`src/rtl/sparse_buffer_drain.sv`:
```
// Purpose : tracks completed sparse-buffer entries and drains the oldest ready one
//           (strict in-order or oldest-ready) into a registered output stage.
// Latency : done -> rd_valid_o 1 cycle; read -> out_valid_o 1 cycle; 1 drain/cycle sustained.
// Backpr. : out_allowIn_i low with out_valid_o high stalls reads (rd_valid_o=0,
//           rtn_allowIn_o=0) and holds out_data_o/out_ptr_o stable.
// Ports   : done_* completion events; buf_* sparse buffer occupancy/age;
//           rd_*/rtn_* single-cycle read to the sparse buffer; out_* downstream stage;
//           issue_cnt_o wrapping count of drained entries. SIZE must equal 2**AW.
module sparse_buffer_drain #(
    parameter int DW   = 8,
    parameter int AW   = 3,
    parameter int SIZE = 8
) (
    input  logic            clk_i,
    input  logic            rstn_i,
    input  logic            done_valid_i,
    input  logic [AW-1:0]   done_ptr_i,
    input  logic [SIZE-1:0] buf_valid_i,
    input  logic [AW-1:0]   buf_bottom_ptr_i,
    input  logic            ordered_mode_i,
    input  logic            flush_i,
    output logic            rd_valid_o,
    output logic [AW-1:0]   rd_ptr_o,
    input  logic            rd_allowIn_i,
    input  logic            rtn_valid_i,
    input  logic [DW-1:0]   rtn_data_i,
    output logic            rtn_allowIn_o,
    output logic            out_valid_o,
    input  logic            out_allowIn_i,
    output logic [DW-1:0]   out_data_o,
    output logic [AW-1:0]   out_ptr_o,
    output logic [15:0]     issue_cnt_o
);

    logic [SIZE-1:0] ready_q;
    logic [SIZE-1:0] ready_d;
    logic            out_valid_q;
    logic [DW-1:0]   out_data_q;
    logic [AW-1:0]   out_ptr_q;
    logic [15:0]     issue_cnt_q;

    logic [SIZE-1:0] cand;
    logic [AW-1:0]   oldest;
    logic [AW-1:0]   sel_ptr;
    logic            sel_found;
    logic            out_free;
    logic            kickoff;

    // Pointer arithmetic wraps naturally in AW bits because SIZE == 2**AW.
    assign oldest = buf_bottom_ptr_i + AW'(1);
    assign cand   = buf_valid_i & ready_q;

    // Age-ordered scan starting at the oldest entry. In ordered mode only the
    // first position of the scan (the oldest entry itself) may be chosen.
    always_comb begin
        logic [AW-1:0] idx;
        sel_found = 1'b0;
        sel_ptr   = '0;
        idx       = '0;
        if (ordered_mode_i) begin
            sel_found = cand[oldest];
            sel_ptr   = oldest;
        end else begin
            for (int i = 0; i < SIZE; i++) begin
                idx = oldest + AW'(i);
                if (!sel_found && cand[idx]) begin
                    sel_found = 1'b1;
                    sel_ptr   = idx;
                end
            end
        end
    end

    // The output register can take new data when empty or being handed off.
    assign out_free      = ~out_valid_q | out_allowIn_i;
    assign rtn_allowIn_o = out_free;
    assign rd_valid_o    = out_free & sel_found & ~flush_i;
    assign rd_ptr_o      = rd_valid_o ? sel_ptr : '0;
    assign kickoff       = rd_valid_o & rd_allowIn_i & rtn_valid_i;

    // Set from done events first, then clear on kickoff so that a done and a
    // drain of the same entry in one cycle leaves the entry not ready.
    always_comb begin
        ready_d = ready_q;
        if (flush_i) begin
            ready_d = '0;
        end else begin
            if (done_valid_i && buf_valid_i[done_ptr_i]) begin
                ready_d[done_ptr_i] = 1'b1;
            end
            if (kickoff) begin
                ready_d[rd_ptr_o] = 1'b0;
            end
        end
    end

    always_ff @(posedge clk_i or negedge rstn_i) begin
        if (!rstn_i) begin
            ready_q <= '0;
        end else begin
            ready_q <= ready_d;
        end
    end

    // Output stage. kickoff is never asserted during flush, so the flush
    // branch only has to drop the valid bit.
    always_ff @(posedge clk_i or negedge rstn_i) begin
        if (!rstn_i) begin
            out_valid_q <= 1'b0;
            out_data_q  <= '0;
            out_ptr_q   <= '0;
        end else if (flush_i) begin
            out_valid_q <= 1'b0;
        end else if (kickoff) begin
            out_valid_q <= 1'b1;
            out_data_q  <= rtn_data_i;
            out_ptr_q   <= rd_ptr_o;
        end else if (out_allowIn_i) begin
            out_valid_q <= 1'b0;
        end
    end

    always_ff @(posedge clk_i or negedge rstn_i) begin
        if (!rstn_i) begin
            issue_cnt_q <= '0;
        end else if (kickoff) begin
            issue_cnt_q <= issue_cnt_q + 16'd1;
        end
    end

    assign out_valid_o = out_valid_q;
    assign out_data_o  = out_data_q;
    assign out_ptr_o   = out_ptr_q;
    assign issue_cnt_o = issue_cnt_q;

endmodule

```
`config.mk`:
```
export PLATFORM = sky130hd
export DESIGN_NAME = sparse_buffer_drain
export DESIGN_NICKNAME = d
export VERILOG_FILES = /design/src/rtl/sparse_buffer_drain.sv
export SDC_FILE = /design/constraint.sdc
export NUM_CORES = 1
export LEC_CHECK = 0
export ABC_AREA = 1
export CORE_MARGIN = 4
export CORE_UTILIZATION = 56
export DETAILED_ROUTE_END_ITERATION = 6
export HOLD_SLACK_MARGIN = 0.02
export PLACE_DENSITY = 0.84
export SYNTH_ARGS = -nofsm -noshare
export SYNTH_HDL_FRONTEND = slang
export SYNTH_SLANG_ARGS = --single-unit
```
`constraint.sdc`:
```
create_clock -name clk_i -period 7.8 [get_ports clk_i]
set_input_delay 2.34 -clock clk_i [delete_from_list [all_inputs] [get_ports clk_i]]
set_output_delay 2.34 -clock clk_i [all_outputs]
set_load 0.01 [all_outputs]
```
==> After elaboration in Yosys (flattened, before gate mapping) <==
Index checks and enable logic that the tools add are counted.
{ "totals": {"ramBits": 0, "reg_bits": 36, "latch_bits": 0, "output_inout_bits": 33, "elab_cells": 111, "mem_bits_ro": 0, "n_memories": 0} }
{ "op_classes": {"n_reduce_logical": 19, "add_sub_neg": 9, "n_mul": 0, "eq_ne": 0, "div": 0, "bitwise_logic": 11, "shift": 0, "n_lt_le_gt_ge": 12, "mux": 55} }
{ "ops": {"columns": ["cell", "count"], "rows": [
  ["3-bit by 4-bit < comparator with 1-bit output (second input constant)", 10],
  ["8-bit 2-to-1 mux", 4],
  ["1-bit 2-to-1 mux", 30],
  ["3-bit 2-to-1 mux", 10],
  ["1-bit binary-select mux with 3-bit select", 9],
  ["16-bit by 1-bit adder with 16-bit output (second input constant)", 1],
  ["8-bit bitwise AND", 2],
  ["3-bit adder (second input constant)", 4],
  ["1-bit logical AND", 10],
  ["8-bit NOT", 1],
  ["8-bit OR", 1],
  ["1-bit logical NOT", 7],
  ["3-bit by 1-bit adder with 3-bit output (second input constant)", 2],
  ["3-bit by 2-bit adder with 3-bit output (second input constant)", 2],
  ["1-bit demux with 3-bit select", 2],
  ["3-bit by 1-bit >= comparator with 1-bit output (second input constant)", 2],
  ["1-bit bitwise AND", 4],
  ["3-bit nonzero test", 1],
  ["1-bit NOT", 2],
  ["2-bit AND reduction", 1],
  ["1-bit OR", 1]
]} }

==> Longest topological paths before layout <==
{ "depth": {"depth_word": 44, "depth_mapped": 23} }

==> Worst setup path after synthesis <==
Ideal clock, no wire load.
{ "synth_timing": {"path_type": "input to output", "start": "input port buf_bottom_ptr_i[0]", "end": "output port rd_ptr_o[1]", "t_arrival_ns": 4.292, "path_slack_ns": 1.168, "required_time_ns": 5.460, "path_stages": 17, "path_buffers": 3, "cell_sequence": "buf_6 inv_8 buf_12 ha_1 inv_2 buf_2 nand3_1 nand2_1 nor2_1 a21oi_2 inv_1 nand4_2 nand2_1 o21ai_1 nand2_2 nand2_2 inv_1"} }
{ "synth_between": {"elab_chain_len": 36, "elab_cells_between_ends": 66, "classes_between": "add/sub: 8; mux: 42; bitwise: 2; reduce/logical: 14"} }
{ "synth_lines": {"columns": ["element", "line_no", "source"], "rows": [
  ["start, declared", "19", "input logic [AW-1:0] buf_bottom_ptr_i,"],
  ["3-bit by 1-bit adder with 3-bit output *", "50", "assign oldest = buf_bottom_ptr_i + AW'(1);"],
  ["branches (longest 34 deep; another with 3-bit by 1-bit adder with 3-bit output)", null, null],
  ["3-bit 2-to-1 mux *", "78", "assign rd_ptr_o = rd_valid_o ? sel_ptr : '0;"],
  ["end, declared", "23", "output logic [AW-1:0] rd_ptr_o,"]
]} }
Every way passes the cells marked *. The select of a mux whose other input is x is not followed.

==> Worst setup path in the final report <==
{ "layout_timing": {"start": "input port buf_bottom_ptr_i[1]", "end": "output port rd_ptr_o[1]"} }
The elaborated chain is that of the path after synthesis.

==> metrics.yaml <==
critical_path:
  cp.arrival_ns: 5.21
  startpoint_type: "input port"
  reg2reg_setup_slack_ns: 5.47
  critical-path-slowest-cell: "clkdlybuf4s50_1"
  cp_data_required_time_ns: 5.46
  timing.critical_path.max_delay_family: "simple AND/OR/NAND/NOR gates"
  crit-reg2reg-launch: "ready_q[7]"
  path_type_of_the_worst_setup_path: "input port to output port"
  reg2regPathDepth: 11
  timing.critical_path.to_type: "output port"
  path_cells: "clkdlybuf4s50_1 > ha_1 > inv_2 > nand2_1 > nand2_2 > nand2_1 > nand3_1 > nand2_2 > nor2_4 > nand4_4 > nor2_4 > nand4_1 > nand2_1 > inv_1 > nand2_2 > nand2_2 > inv_1 > clkdlybuf4s50_1"
  r2r-end: "issue_cnt_o[9]"
  cp_slowest_stage_delay_ns: 0.54
  cp.buffers_inverters: 5
  crit_path_frequent_cell: "nand2_2"
  crit_path_max_fanout: 7
  setup.worst_path.start: "buf_bottom_ptr_i[1]"
clock_tree:
  post-cts-setup-buffers: 0
  post_cts.resized_instances: 0
  worst_setup_hold_path_clk_slew_ns: 0.07
  cts-htree-levels: 2
  cts.sinks: 36
  cts.path.max_buffers: 2
  cts-buffers-inserted: 5
  worst_skew_pair_later_pin_latency_ns: 0.29
  cts.hold.buffers_added: 0
  clk_root_buffer_cell: "clkbuf_8"
  cts_tree: "yes"
placement:
  place.port_buffers: 62
  place.detailed.instances: 551
  hpwlAfterDp_mm: 6.155
  globalplace.congestion: 0.9226
drt:
  routedWlPerCell_um: 13.93
  ant_nets: 0
  drt_pre_antenna_iters: 4
  drc: 0
  wirelength_mm: 7.775
  routed_via_density: 5.346
  vias: 2983
  detail_route.iter0.violations: 198
floorplan:
  placeableCoreArea_sq_mm: 0.005107
  initial_standard_cell_utilization_of_the_core_pct: 58.11
  dieArea_sq_mm: 0.006529
  rows: 26
  die-height_um: 80.80
  fp.dieW_um: 80.80
  pin_count: 63
synthesis:
  syn-cell-area_sq_mm: 0.002968
  synth-warning-count: 0
  fraction_of_the_yosys_area_taken_by_sequential_cells_pct: 30.35
  postSynthNetCount: 456
  synth-async-reset-ratio_pct: 100.0
  syn_inst: 423
  ys_seq_elements: 36
  synth_cell_types: 34
  postSynth.topFlopCell: "dfrtp_1"
  synth-edff-count: 0
  synth_area_per_cell_sq_um: 7.016
final_layout:
  drive_gt1_share_pct: 14.55
  commonest_non_fill_non_tap_cells_in_the_layout: "nand2_1, clkdlybuf4s50_1, nand3_1, nor2_1, dfrtp_1"
  final_common_cell: "nand2_1"
  nNetsFinal: 521
  areaGrowthSynthToFinish_pct: 24.92
  finalNonFillerCells: 558
  antenna_diode_count: 0
global_routing:
  wire_length_of_the_first_global_routing_pass_mm: 13.32
  initial_antenna_violation_count: 0
  grt.total_usage_pct: 25.87
  vias_in_the_first_global_route: 2938
  grt_start_max_net_pins: 37
  grt.overflow.total: 0
timing:
  grt_setup_unrepaired: "false"
  timing.hold.ws_ns: 0.4753
  max_slew_margin_pct: 65.52
  worst_pin_slew_ns: 0.5138
  timing.final.crit_share_pct: 96.79
  timing_max_transition_violations_final: 0
  final_period_minus_worst_setup_slack_ns: 7.550
  setup-violations-final: 0
  setup_skew_after_layout_ns: 0.006921
  finalHoldViolations: 0
  setup_tns_ns: 0
  max_freq_mhz: 132.5
power:
  peakVddDrop_uv: 189.4
  cellPowerDensity_mw_per_mm2: 177.4
  static-leakage-power_nw: 1.834
flow_run:
  timing.max_cap.violations: 0
min_path:
  whs_path_depth: 2
  class_of_the_tightest_hold_or_removal_check: "flip-flop to flip-flop"
  holdPathEnd: "out_data_o[1]"
  hp-start: "out_data_o[1]"
status:
  status: "finished clean"
## final cells by class
type | instances | area [sq um]
sequential | 36 | 900.9
tap | 70 | 87.58
clock buffer | 5 | 68.82
clock inverter | 2 | 12.51
fill | 431 | 1400
multi-input combinational | 341 | 1821
timing repair buffer | 69 | 678.2
inverter | 35 | 138.9
## how the worst max path moves through the flow
stage               slack, ns          end  cells past startpoint
detailed placement       0.03  rd_ptr_o[2]                     17
finish                   0.25  rd_ptr_o[1]                     18
global route             0.02  rd_ptr_o[0]                     20
CTS                     0.007  rd_ptr_o[2]                     17
floorplan                1.17  rd_ptr_o[1]                     17
global placement         0.06  rd_ptr_o[2]                     17
## tightest hold or removal path: stages, from the launching register on
cell and delay, ns:
dfrtp_1 0.35, nand2_1 0.05, nand2_1 0.05
## power breakdown
part           internal [W]  leakage [nW]  switching (W)
logic              0.000127          1.33       0.000153
clock network     0.0000605        0.0400      0.0000669
registers          0.000218         0.460      0.0000316
## routing by layer
layer | part of all wire (%) | track usage (%) | vias up
li1 | - | - | 1497
met1 | 45 | 34.20 | 1373
met2 | 47 | 42.69 | 102
met3 | 5.8 | 5.765 | 11
met4 | 1.4 | 7.095 | 0
met5 | 0 | 0 | -
## cell usage after synthesis, types with 5 or more instances
cell	instances	share of area [%]
nand2_1	139	18
nand3_1	50	8.4
nor2_1	37	4.7
dfrtp_1	36	30
inv_1	30	3.8
nand2_2	21	4.4
xor2_1	13	3.8
o21ai_0	11	1.9
nand3_2	9	3.0
o21ai_1	9	1.5
buf_6	6	2.3
nor3_1	6	1.0
nor4_1	6	1.3
a21oi_1	5	0.84
a21oi_2	5	1.5
nand2_4	5	1.9
nand4_1	5	1.1
## stage by stage
stage / utilization, % / instance area [sq um] / power (W) / setup slack [ns]
floorplan: - / 2968 / 0.0004080 / 1.168
global placement: 70.90 / 3621 / 0.0005252 / 0.06000
detailed placement: 70.90 / 3621 / 0.0005305 / 0.03295
CTS: 72.49 / 3702 / 0.0006581 / 0.006810
global route: 72.59 / 3707 / 0.0007009 / 0.02104
finish: 72.59 / 3707 / 0.0006577 / 0.2502
## kinds of logic after synthesis
kind of cell,share of synthesized area [%]
simple gates,49.49
buf+inv,8.305
flops,30.35
compound gates,6.155
xor+xnor,4.427
fa+ha+maj,1.265
## state kept, by name, indices dropped and copies added (netlist names)
signal and count:
issue_cnt_o 16, out_data_o 8, out_ptr_o 3, out_valid_o 1
ready_q 8
Note: power is estimated with default switching activity, not from simulation.
